==> config.mk <==
export PLATFORM = sky130hd
export DESIGN_NAME = octave_mode_ctrl_flat
export DESIGN_NICKNAME = d
export VERILOG_FILES = /design/src/rtl/octave_mode_if.sv /design/src/rtl/octave_mode_ctrl.sv /design/src/flat_wrapper.sv
export SDC_FILE = /design/constraint.sdc
export NUM_CORES = 1
export LEC_CHECK = 0
export BUFFER_PORTS_ARGS = -buffer_cell sky130_fd_sc_hd__buf_2
export CORE_MARGIN = 2
export CORE_UTILIZATION = 40
export DETAILED_ROUTE_END_ITERATION = 10
export HOLD_SLACK_MARGIN = 0.08
export PLACE_DENSITY = 0.64
export SLEW_MARGIN = 20
export SYNTH_ARGS = -nofsm -noshare
export SYNTH_HDL_FRONTEND = slang
export SYNTH_SLANG_ARGS = --single-unit
export TNS_END_PERCENT = 1
==> constraint.sdc <==
create_clock -name clk -period 5.75 [get_ports clk]
set_input_delay 1.15 -clock clk [delete_from_list [all_inputs] [get_ports clk]]
set_output_delay 1.15 -clock clk [all_outputs]
set_load 0.05 [all_outputs]
==> src/rtl/octave_mode_if.sv <==
// Keypad-to-synth control bus: button pulses in, octave/mode/status out.
interface octave_mode_if;
    logic       modekey;
    logic       octive_up;
    logic       octive_down;
    logic       hold;
    logic [2:0] octave;
    logic [1:0] mode;
    logic       update;
    logic       limit_flash;

    modport master (
        output modekey, octive_up, octive_down, hold,
        input  octave, mode, update, limit_flash
    );

    modport slave (
        input  modekey, octive_up, octive_down, hold,
        output octave, mode, update, limit_flash
    );
endinterface

==> src/rtl/octave_mode_ctrl.sv <==
// Octave/waveform state for the synth: saturating octave, cyclic mode FSM,
// change strobe and a retriggerable limit-hit flash timer.
module octave_mode_ctrl #(
    parameter int OCT_MIN      = 0,
    parameter int OCT_MAX      = 6,
    parameter int OCT_RESET    = 3,
    parameter int FLASH_CYCLES = 1000000
) (
    input  logic         clk,
    input  logic         n_rst,
    octave_mode_if.slave bus
);
    localparam int CW = $clog2(FLASH_CYCLES + 1);
    localparam logic [2:0]    OMIN  = 3'(OCT_MIN);
    localparam logic [2:0]    OMAX  = 3'(OCT_MAX);
    localparam logic [2:0]    ORST  = 3'(OCT_RESET);
    localparam logic [CW-1:0] FLOAD = CW'(FLASH_CYCLES);

    typedef enum logic [1:0] {
        SQUARE   = 2'b00,
        SAW      = 2'b01,
        TRIANGLE = 2'b10,
        SINE     = 2'b11
    } mode_e;

    mode_e         mode_q, mode_d;
    logic [2:0]    oct_q, oct_d;
    logic [CW-1:0] cnt_q, cnt_d;
    logic          upd_q, upd_d;
    logic          flash_q, flash_d;
    logic          limit;

    always_ff @(posedge clk or negedge n_rst) begin
        if (!n_rst) begin
            mode_q  <= SQUARE;
            oct_q   <= ORST;
            cnt_q   <= '0;
            upd_q   <= 1'b0;
            flash_q <= 1'b0;
        end else begin
            mode_q  <= mode_d;
            oct_q   <= oct_d;
            cnt_q   <= cnt_d;
            upd_q   <= upd_d;
            flash_q <= flash_d;
        end
    end

    always_comb begin
        mode_d = mode_q;
        oct_d  = oct_q;
        limit  = 1'b0;
        if (!bus.hold) begin
            if (bus.modekey) begin
                unique case (mode_q)
                    SQUARE:   mode_d = SAW;
                    SAW:      mode_d = TRIANGLE;
                    TRIANGLE: mode_d = SINE;
                    SINE:     mode_d = SQUARE;
                    default:  mode_d = SQUARE;
                endcase
            end
            // Simultaneous up+down cancels out entirely.
            if (bus.octive_up && !bus.octive_down) begin
                if (oct_q < OMAX) oct_d = oct_q + 3'd1;
                else              limit = 1'b1;
            end else if (bus.octive_down && !bus.octive_up) begin
                if (oct_q > OMIN) oct_d = oct_q - 3'd1;
                else              limit = 1'b1;
            end
        end
        if (limit)             cnt_d = FLOAD;
        else if (cnt_q != '0)  cnt_d = cnt_q - 1'b1;
        else                   cnt_d = cnt_q;
        upd_d   = (oct_d != oct_q) || (mode_d != mode_q);
        flash_d = (cnt_d != '0);
    end

    assign bus.octave      = oct_q;
    assign bus.mode        = mode_q;
    assign bus.update      = upd_q;
    assign bus.limit_flash = flash_q;
endmodule
==> src/flat_wrapper.sv <==
// flat-port wrapper written by rule: the top's interface ports become plain ports
module octave_mode_ctrl_flat 
#(
    parameter int OCT_MIN      = 0,
    parameter int OCT_MAX      = 6,
    parameter int OCT_RESET    = 3,
    parameter int FLASH_CYCLES = 1000000
)
  (clk, n_rst, bus_modekey, bus_octive_up, bus_octive_down, bus_hold, bus_octave, bus_mode, bus_update, bus_limit_flash);
  octave_mode_if bus_i ();
  input  logic clk;
  input  logic n_rst;
  input wire logic [$bits(bus_i.modekey)-1:0] bus_modekey;
  input wire logic [$bits(bus_i.octive_up)-1:0] bus_octive_up;
  input wire logic [$bits(bus_i.octive_down)-1:0] bus_octive_down;
  input wire logic [$bits(bus_i.hold)-1:0] bus_hold;
  output wire logic [$bits(bus_i.octave)-1:0] bus_octave;
  output wire logic [$bits(bus_i.mode)-1:0] bus_mode;
  output wire logic [$bits(bus_i.update)-1:0] bus_update;
  output wire logic [$bits(bus_i.limit_flash)-1:0] bus_limit_flash;
  assign bus_i.modekey = bus_modekey;
  assign bus_i.octive_up = bus_octive_up;
  assign bus_i.octive_down = bus_octive_down;
  assign bus_i.hold = bus_hold;
  assign bus_octave = bus_i.octave;
  assign bus_mode = bus_i.mode;
  assign bus_update = bus_i.update;
  assign bus_limit_flash = bus_i.limit_flash;
  octave_mode_ctrl #(.OCT_MIN(OCT_MIN), .OCT_MAX(OCT_MAX), .OCT_RESET(OCT_RESET), .FLASH_CYCLES(FLASH_CYCLES)) u_core (.clk(clk), .n_rst(n_rst), .bus(bus_i));
endmodule
Yosys cells after proc, flatten, opt, wreduce, memory -nomap -nowiden --
Index checks and enable logic that the tools add are counted.
Storage, ports and cells: bits in registers 27, latch bits 0, RAM bits 0, bits in read-only memories 0, bits of input ports 6, output and inout port bits 7, word-level logic and storage cells 38, memories kept 0
Operators by class: $add $sub $neg 3, $mul 0, divide/modulo/power cells 0, $lt $le $gt $ge 2, equality and inequality tests 5, shift-type cells 0, multiplexer cells 15, bitwise operators 0, reduce and logical (&&, ||, !) cells 8
Operators with widths (number):
- two-way mux 20 bit | 2
- nonzero test 20 bit | 2
- subtractor 20 x 1 -> 20 bit (second input constant) | 1
- two-way mux 3 bit | 5
- one-hot mux 2 bit (4 select lines) | 1
- two-way mux 1 bit | 5
- equality test 2 bit (second input constant) | 2
- two-way mux 2 bit | 2
- adder 3 x 1 -> 3 bit (second input constant) | 1
- > comparator 3 x 1 -> 1 bit (second input constant) | 1
- < comparator 3 bit (second input constant) | 1
- inequality test 3 bit | 1
- subtractor 3 x 1 -> 3 bit (second input constant) | 1
- equality test 2 x 1 -> 1 bit (second input constant) | 1
- logical AND 1 bit | 2
- logical NOT 1 bit | 2
- logical NOT 2 bit | 1
- inequality test 2 bit | 1
- logical OR 1 bit | 1

Depth between registers and ports, before layout --
Gate-level depths: netlist of the first run.
depth after elaboration 7, depth in mapped cells 9, depth with buffers taken out 8

Worst setup path before layout of the first run --
Ideal clock, no wire load.
path kind register to register, start register u_core.cnt_q[0], end register u_core.flash_q (netlist: u_core.bus.limit_flash), library setup time 139 ps, data arrival time 2458 ps, data required time 5611 ps, setup slack 3153 ps, stages on the path, launching flop included 9, period minus slack after synthesis 2597 ps, cell sequence dfrtp_1 -> inv_1 -> ha_1 -> or4b_4 -> or4b_1 -> nor2_1 -> o2111ai_1 -> nor4b_1 -> nand3_1
Between the ends: longest elaborated chain between the ends 4, elaborated cells between the ends (all ways) 5, classes of those cells add/sub: 1; mux: 2; reduce/logical: 2
RTL lines:
- start, declared | line octave_mode_ctrl.sv:28 | logic [CW-1:0] cnt_q, cnt_d;
- start signal, assigned | line octave_mode_ctrl.sv:43 | cnt_q <= cnt_d;
- subtractor 20 x 1 -> 20 bit or nonzero test 20 bit (tied branches) | line octave_mode_ctrl.sv:73 | else if (cnt_q != '0) cnt_d = cnt_q - 1'b1;
- two-way mux 20 bit * | line octave_mode_ctrl.sv:73
- two-way mux 20 bit * | line octave_mode_ctrl.sv:72 | if (limit) cnt_d = FLOAD;
- nonzero test 20 bit * | line octave_mode_ctrl.sv:76 | flash_d = (cnt_d != '0);
- net u_core.flash_d | line octave_mode_ctrl.sv:30 | logic flash_q, flash_d;
- end signal, assigned | line octave_mode_ctrl.sv:45 | flash_q <= flash_d;
- end, declared | line octave_mode_ctrl.sv:30
The timed path passes the listed nets; every way through them passes the cells marked *.

Worst setup path in the final report of the first run --
Ends and elaborated chain as after synthesis.

==> impl_metrics.ini, run 1 <==
[cts]
cts_tree = yes
clock_latency_ps = 280
cts_hold_buf = 0
numCtsBuffers = 3
cts.path.max_buffers = 2
cts_setup_buffers = 0
cts.reportedPaths.clkPinSlew_ps = 100
root_buffer = clkbuf_8
h-tree-depth = 1
ctsResizeCount = 0
cts_sinks = 27

[layout]
fin_nets = 222
layout_commonest_cell = dfrtp_1
layout_common_cells = 25 x dfrtp_1, 23 x nor2_1, 16 x a21oi_1
diodes = 0
area_growth_pct = 6.744
drive_above_1_share_pct = 18.27

[worst_setup_path]
worstSetupPathType = reg2reg
crit_arrival_ps = 3050
cp-start-kind = flip-flop
crit_chain = inv_1 -> ha_1 -> or4b_4 -> or4b_1 -> nor2_1 -> o2111ai_1 -> nor4b_1 -> nand3_1
cp_top_family = simple AND/OR/NAND/NOR gates
slowest_delay_ps = 570
cp_data_required_time_ps = 5910
crit_slowest_cell = or4b_1
path_max_fanout = 6
crit_buf_inv = 1
endpoint_kind = flip-flop

[synth]
synth_edf_count = 0
synth_area_per_cell_sq_um = 9.277
synth.distinct_cells = 58
synth_flop_cell = dfrtp_1
muxShareOfSynthArea_pct = 0.6131
synth_nets = 211
ys_seq_area_share_pct = 36.92
synth_top_family_by_area = simple AND/OR/NAND/NOR gates
synth-compound-area-share_pct = 18.73
syn_area_sq_um = 1837
async_reset_ff_share_pct = 100.0
synthAdderAreaFrac_pct = 4.768
yosysWarningCount = 0
synth_seq_cells = 27
synth_xor_area_share_pct = 4.768
synth_cells = 198
synthSimpleGateAreaFrac_pct = 29.97

[floorplanning]
die-area_sq_um = 5150
die_y_um = 71.77
io_pins = 13
die_w_um = 71.77
rows = 24
start_util_pct = 41.89
core_area_sq_um = 4384

[routing]
drtAntennaViolNets = 0
routedWlPerCell_um = 15.24
drt_iter0_markers = 105
viasPerCell = 5.823
num_vias = 1514
post-route-drc-count = 0
wl_um = 3962
firstDrtPassIters = 4

[pwr]
p_leak_nw = 0.7476
p_seq_share_pct = 39.4
combPwrFrac_pct = 48.3
p_int_mw = 0.4691
ir_drop_mv = 0.2351
power.density_nw_per_um2 = 455.7
sw_frac_of_total_pct = 47.50
clockPowerShare_pct = 12.3
switchingPower_mw = 0.4244

[grt]
track_usage_pct = 16.33
grt_pass1_wl_um = 6755
antenna_found_initial = 0
first_global_vias = 1463
grt_max_degree = 28
overflow = 0

[timing]
finalSetupTns_ps = 0
final.min_clock_period_ps = 2891
tightest_slew_ps = 786.3
slew_violations = 0
period_share_pct = 50.27
hold_violations = 0
setup-violations-final = 0
max_freq_mhz = 345.9
fin_worst_skew_ps = 10.39
relSlewSlack_pct = 47.10
timing.final.ws_setup_ps = 2859
rsz0062_at_grt = false

[placed_design]
place_congestion = 0.8072
hpwl_um = 2843
port_buffers = 12
detailedPlace.worstSlack_ps = 2875

[run_status]
status = complete, no violations

[hold_path]
hp-class = reg2reg

[job]
cap_violations = 0
==> power by group through the flow <==
stage               sequential (mW)  combinational (mW)  clock [mW]
floorplan                     0.392               0.297           0
global placement              0.354               0.427           0
detailed placement            0.355               0.429           0
CTS                           0.351               0.433       0.113
global route                  0.366               0.482       0.123
finish                        0.352               0.432       0.110
==> stage by stage <==
stage	hold slack (ps)	util [%]	std cells	power [mW]	cell area (sq um)
global route	541.6	44.72	260	0.9704	1961
global placement	499.6	43.66	256	0.7809	1914
CTS	515.9	44.72	260	0.8974	1961
finish	513.0	44.72	260	0.8935	1961
detailed placement	501.8	43.66	256	0.7843	1914
floorplan	518.3	-	198	0.6890	1837
==> flip-flops by register name (all words and copies together), names as in the netlist <==
name,flops
u_core.cnt_q,20
u_core.bus.octave,3
u_core.bus.mode,2
u_core.bus.limit_flash,1
u_core.bus.update,1
==> cells in the mapped netlist, types with 2 or more instances <==
| cell | n | area, sq um |
|---|---|---|
| nand3b_1 | 2 | 15.01 |
| clkbuf_1 | 3 | 11.26 |
| nor4_1 | 2 | 12.51 |
| buf_6 | 2 | 22.52 |
| nand2_1 | 15 | 56.30 |
| nor4_4 | 2 | 42.54 |
| o31ai_1 | 4 | 30.03 |
| nor4b_1 | 4 | 35.03 |
| a21oi_1 | 16 | 80.08 |
| nand3_1 | 5 | 25.02 |
| xnor2_1 | 5 | 43.79 |
| dfrtp_1 | 25 | 625.6 |
| o2111ai_1 | 2 | 17.52 |
| or4_2 | 2 | 17.52 |
| nor3_1 | 6 | 30.03 |
| nor2_1 | 23 | 86.33 |
| a31oi_1 | 3 | 18.77 |
| or4_1 | 4 | 30.03 |
| dfstp_2 | 2 | 52.55 |
| o21ai_0 | 11 | 55.05 |
| xor2_1 | 5 | 43.79 |
| or3_1 | 2 | 12.51 |
| nor2b_1 | 3 | 18.77 |
| ha_1 | 7 | 87.58 |
| nand2b_1 | 3 | 18.77 |
| inv_1 | 8 | 30.03 |
==> cells by family after synthesis <==
family / Yosys count
fa+ha+maj: 7
flops: 27
mux: 1
buf+inv: 14
compound gates: 50
xor+xnor: 10
simple gates: 89
==> layout make-up <==
type / count / area (sq um)
Clock buffer: 3 / 41.29
Clock inverter: 1 / 5.005
Fill cell: 444 / 2424
Inverter: 8 / 30.03
Multi-Input combinational cell: 157 / 1081
Sequential cell: 27 / 678.2
Tap cell: 52 / 65.06
Timing Repair Buffer: 12 / 60.06
==> path summary, 6_finish.rpt <==
| kind | to | depth (start not counted) | slack, ps | start |
|---|---|---|---|---|
| setup / recovery | u_core.bus.limit_flash | 8 | 2860 | u_core.cnt_q[0] |
| hold / removal | u_core.bus.octave[0] | 1 | 510 | u_core.bus.octave[0] |
| setup reg to reg | u_core.bus.limit_flash | 8 | 2860 | u_core.cnt_q[0] |
| hold reg to reg | u_core.bus.octave[0] | 1 | 510 | u_core.bus.octave[0] |
| max in group asynchronous | u_core.cnt_q[10] | 1 | 4480 | n_rst |
| min in group asynchronous | u_core.cnt_q[4] | 1 | 860 | n_rst |
==> per-layer routing <==
layer	track usage [%]	routed length, um	part of all wire (%)
met5	0	0	0
met4	2.935	23	0.58
met1	22.25	1910	48
met2	26.85	1889	48
met3	3.797	138	3.5
Note: power is estimated with default switching activity, not from simulation.
==> run 2, diff against run 1 <==
--- a/config.mk
+++ b/config.mk
@@ -10,7 +10,7 @@
 export CORE_UTILIZATION = 40
 export DETAILED_ROUTE_END_ITERATION = 10
 export HOLD_SLACK_MARGIN = 0.08
-export PLACE_DENSITY = 0.64
+export PLACE_DENSITY = 0.66
 export SLEW_MARGIN = 20
 export SYNTH_ARGS = -nofsm -noshare
 export SYNTH_HDL_FRONTEND = slang
==> constraint.sdc (replaced) <==
create_clock -name clk -period 2.32 [get_ports clk]
set_input_delay 0.464 -clock clk [delete_from_list [all_inputs] [get_ports clk]]
set_output_delay 0.464 -clock clk [all_outputs]
set_load 0.05 [all_outputs]
==> run 2 against run 1 <==
Against the previous run: the flow now finishes with violations (setup timing); worst hold slack got worse by 320 ps; die area did not move; clock skew fell by 3.1 ps; cell area rose by 27%; combinational power rose to 3.7 times the previous value; flip-flop and latch count did not move; critical path type unchanged; largest power group unchanged; highest routed layer unchanged.
==> impl_metrics.ini, run 2 (synthesized netlist as in run 1, its figures left out) <==
[worst_setup_path]
r2r-end = u_core.bus.limit_flash
cp_data_required_time_ps = 2540
endpoint_kind = flip-flop
slowest_delay_ps = 600
crit_slowest_cell = or4_4
cp_common_cell = or4_4
r2r_setup_slack_ps = -190
crit_chain = or4_4 -> or4_4 -> or4_1 -> a41oi_1 -> a2111oi_2 -> nand3_1
timing.rr.start = u_core.cnt_q[11]
worst-r2r-cell-count = 6
worstSetupPathType = reg2reg
crit_buf_inv = 0
cp-start-kind = flip-flop
cp_top_family = simple AND/OR/NAND/NOR gates
path_max_fanout = 6
crit_arrival_ps = 2730

[cts]
clock_latency_ps = 280
cts_tree = yes
cts_sinks = 27
h-tree-depth = 1
cts.path.max_buffers = 2
numCtsBuffers = 3
cts_hold_buf = 0
root_buffer = clkbuf_8
cts.reportedPaths.clkPinSlew_ps = 100

[pwr]
power.density_nw_per_um2 = 1064
ir_drop_mv = 0.7751
p_leak_nw = 1.015

[routing]
firstDrtPassIters = 4
wl_um = 4818
post-route-drc-count = 0
routedWlPerCell_um = 15.49
num_vias = 1753
drt_iter0_markers = 84
viasPerCell = 5.637
drtAntennaViolNets = 0

[floorplanning]
core_area_sq_um = 4384
io_pins = 13
die_y_um = 71.77
rows = 24
die_w_um = 71.77
start_util_pct = 41.89
die-area_sq_um = 5150

[timing]
slew_violations = 0
final.min_clock_period_ps = 2509
period_share_pct = 108.1
tightest_slew_ps = 633.9
holdWs_ps = 193.3
finalSetupTns_ps = -199.1
hold_violations = 0
rsz0062_at_grt = true
setup-violations-final = 2
relSlewSlack_pct = 57.74
fin_worst_skew_ps = 7.299
timing.final.ws_setup_ps = -189.1
max_freq_mhz = 398.6

[job]
cap_violations = 0

[layout]
largest_register_ffs = 20
final_cell_area_sq_um = 2494
layout_common_cells = 47 x buf_4, 25 x dfrtp_1, 21 x nor2_1
area_growth_pct = 35.76
diodes = 0
top_register = u_core.cnt_q
layout_commonest_cell = buf_4
fillCellCount = 411
drive_above_1_share_pct = 42.86
fin_nets = 273

[grt]
grt_max_degree = 28
track_usage_pct = 19.43
overflow = 0
grt_pass1_wl_um = 7948
antenna_found_initial = 0
first_global_vias = 1722

[run_status]
violations = setup timing
status = complete, but fails checks

[placed_design]
dpl-instance-area_sq_um = 2293
hpwl_um = 3424
place_congestion = 0.8906
detailedPlace.worstSlack_ps = -244.0
port_buffers = 12

[hold_path]
hp-class = in2async
==> run 2: cell count changes in the layout (fill, tap and decap cells not counted), moves of 2 or more <==
cell	change
ha_1	-2
or4_4	+3
o2111ai_1	-2
buf_6	+4
o2111ai_2	+2
or4b_4	+2
inv_1	-2
nor4b_1	-3
or4_1	-3
nor4b_2	+3
a21oi_1	-2
inv_2	+2
buf_4	+47
nor2_1	-2
==> run 2: how the worst max path moves through the flow <==
stage          cells after the start                      to  slack [ps]              from
2_1_floorplan                      7  u_core.bus.limit_flash        -120  u_core.cnt_q[10]
3_3_place_gp                       8  u_core.bus.limit_flash        -250   u_core.cnt_q[1]
3_5_place_dp                       6  u_core.bus.limit_flash        -240  u_core.cnt_q[11]
4_1_cts                            9  u_core.bus.limit_flash        -160   u_core.cnt_q[0]
5_1_grt                            6  u_core.bus.limit_flash        -290  u_core.cnt_q[11]
6_report                           6  u_core.bus.limit_flash        -190  u_core.cnt_q[11]
==> run 2: cell type report <==
| class | count | area (sq um) | share of cell area [%] |
|---|---|---|---|
| clock buffers | 3 | 41.29 | 1.656 |
| multi-input cells | 157 | 1216 | 48.77 |
| inverters | 8 | 30.03 | 1.204 |
| well taps | 52 | 65.06 | 2.609 |
| repair buffers | 63 | 457.9 | 18.36 |
| clock inverters | 1 | 5.005 | 0.2007 |
| flip-flops and latches | 27 | 678.2 | 27.20 |
==> run 2: through the flow <==
| step | total power [mW] | cells | utilization [%] |
|---|---|---|---|
| after global placement | 2.199 | 301 | 52.31 |
| after floorplan | 1.738 | 198 | - |
| after global routing | 2.855 | 311 | 56.88 |
| after CTS | 2.592 | 308 | 55.02 |
| final | 2.654 | 311 | 56.88 |
| after detailed placement | 2.234 | 301 | 52.31 |
==> run 2: worst register-to-register path: cells and delay by family, from the launching register on <==
| kind | cells | cell delay [ps] |
|---|---|---|
| AND/OR/NAND/NOR | 4 | 1700 |
| flip-flops | 1 | 390 |
| AO/OA/AOI/OAI | 2 | 360 |
==> run 2: timing repair <==
| item | in CTS | in global routing |
|---|---|---|
| buffers inserted | 3 | 3 |
| gates resized for setup | 12 | 13 |
| endpoints found under the setup margin | 6 | 14 |
| pin swaps | 8 | 16 |
==> run 2: metal layers <==
layer	part of all wire (%)	wire, um	track usage (%)	vias to the layer above
met1	45	2183	25.55	853
li1	-	-	-	860
met2	51	2437	33.95	31
met3	2.5	122	2.250	9
met4	1.5	74	5.031	0
met5	0	0	0	-
==> run 2: where the power goes <==
group	switching (mW)	internal (mW)	total (mW)	leakage (nW)
combinational	0.866	0.716	1.58	0.679
clock	0.151	0.121	0.272	0.0255
sequential	0.165	0.635	0.800	0.310
==> run 3, diff against run 2 <==
--- a/config.mk
+++ b/config.mk
@@ -11,6 +11,7 @@
 export DETAILED_ROUTE_END_ITERATION = 10
 export HOLD_SLACK_MARGIN = 0.08
 export PLACE_DENSITY = 0.66
+export RECOVER_POWER = 100
 export SLEW_MARGIN = 20
 export SYNTH_ARGS = -nofsm -noshare
 export SYNTH_HDL_FRONTEND = slang
==> run 3 against run 2 <==
Against the previous run: routed wire length grew 0.12%; the flow finishes with violations (capacitance limit, slew limit, setup timing); fmax barely moved; clock skew about the same; combinational power about the same; flip-flop and latch count unchanged; non-clock buffer count did not move.
==> impl_metrics.ini, run 3 (synthesized netlist as in run 1, its figures left out) <==
[floorplanning]
rows = 24
die_w_um = 71.77
core_area_sq_um = 4384
die_y_um = 71.77
io_pins = 13
die-area_sq_um = 5150
start_util_pct = 41.89

[cts]
root_buffer = clkbuf_8
cts.path.max_buffers = 2
cts_sinks = 27
cts.reportedPaths.clkPinSlew_ps = 100
numCtsBuffers = 3
clock_latency_ps = 280
h-tree-depth = 1
cts_tree = yes

[placed_design]
detailedPlace.worstSlack_ps = -244.0
dpl-instance-area_sq_um = 2293
port_buffers = 12
hpwl_um = 3424
dp.cells = 301
place_congestion = 0.8906

[worst_setup_path]
worstSetupPathType = reg2reg
crit_buf_inv = 0
crit_arrival_ps = 2730
slowest_delay_ps = 600
worst-r2r-cell-count = 6
crit_chain = or4_4 -> or4_4 -> or4_1 -> a41oi_1 -> a2111oi_2 -> nand3_1
cp_data_required_time_ps = 2540
endpoint_kind = flip-flop
cp_common_cell = or4_4
path_max_fanout = 6
cp-start-kind = flip-flop
cp_top_family = simple AND/OR/NAND/NOR gates
crit_slowest_cell = or4_4
cp.depth = 6

[layout]
layout_common_cells = 47 x buf_4, 25 x dfrtp_1, 21 x nor2_1
drive_above_1_share_pct = 39.77
largest_register_ffs = 20
area_growth_pct = 35.22
diodes = 0
fin_nets = 273
final_util_pct = 56.65
final_cell_area_sq_um = 2484
layout_commonest_cell = buf_4
top_register = u_core.cnt_q
fin_cells = 311

[pwr]
power.density_nw_per_um2 = 1064
ir_drop_mv = 0.7543
p_leak_nw = 0.9954
power_mw = 2.643

[timing]
timing.final.ws_setup_ps = -189.1
max_freq_mhz = 398.6
final.min_clock_period_ps = 2509
setup-violations-final = 2
period_share_pct = 108.2
holdWs_ps = 473.3
finalSetupTns_ps = -201.6
rsz0062_at_grt = true
relSlewSlack_pct = -1.426
fin_worst_skew_ps = 7.302
hold_violations = 0
slew_violations = 28
tightest_slew_ps = 1521

[routing]
post-route-drc-count = 0
wl_um = 4824
num_vias = 1764
routedWlPerCell_um = 15.51
drtAntennaViolNets = 0
drt_iter0_markers = 105
viasPerCell = 5.672
firstDrtPassIters = 4

[job]
cap_violations = 1

[hold_path]
hp-class = in2reg
hold_depth = 3

[grt]
first_global_vias = 1722
track_usage_pct = 19.43
overflow = 0
grt_pass1_wl_um = 7948
grt_max_degree = 28
antenna_found_initial = 0

[run_status]
status = complete, but fails checks
violations = capacitance limit, slew limit, setup timing
[run 3: cell count changes in the layout (fill, tap and decap cells not counted), sizes merged]
cell	change
buf	-8
clkbuf	+8
[run 3: repair_timing]
item	4_1_cts	5_1_grt
setup buffers	3	3
resized for setup	12	13
hold endpoints to repair	0	0
hold buffers	0	0
endpoints found under the setup margin	6	14
pin swaps	8	16
[run 3: path summary, 6_finish.rpt]
path | from | to | slack, ps
setup / recovery | u_core.cnt_q[11] | u_core.bus.limit_flash | -190
hold / removal | bus_hold | u_core.bus.octave[1] | 470
setup reg to reg | u_core.cnt_q[11] | u_core.bus.limit_flash | -190
hold reg to reg | u_core.bus.octave[0] | u_core.bus.octave[0] | 520
max in group asynchronous | n_rst | u_core.cnt_q[15] | 900
min in group asynchronous | n_rst | u_core.cnt_q[3] | 540
[run 3: power breakdown]
group | internal (mW) | switching [mW]
sequential | 0.635 | 0.167
clock | 0.121 | 0.151
combinational | 0.702 | 0.868
total | 1.46 | 1.19
[run 3: worst min-delay path, delay by kind of cell]
| kind | cells | cell delay (ps) |
|---|---|---|
| buffers and inverters | 1 | 140 |
| AOI/OAI and AO/OA | 1 | 40 |
| and+or+nand+nor | 1 | 110 |
[run 3: final cells by class]
class / count / area [sq um]
tap: 52 / 65.06
timing repair buffer: 63 / 447.9
clock buffer: 3 / 41.29
inverter: 8 / 30.03
sequential: 27 / 678.2
clock inverter: 1 / 5.005
multi-input combinational: 157 / 1216
fill: 411 / 1901
[run 3: metal layers]
layer  track usage (%)  wire length, um  share of wire [%]  vias to the layer above
met5                 0                0                  0                        -
met4             5.031               74                1.5                        0
met3             2.250              141                2.9                        9
met2             33.95             2436                 50                       37
met1             25.55             2171                 45                      858
li1                  -                -                  -                      860
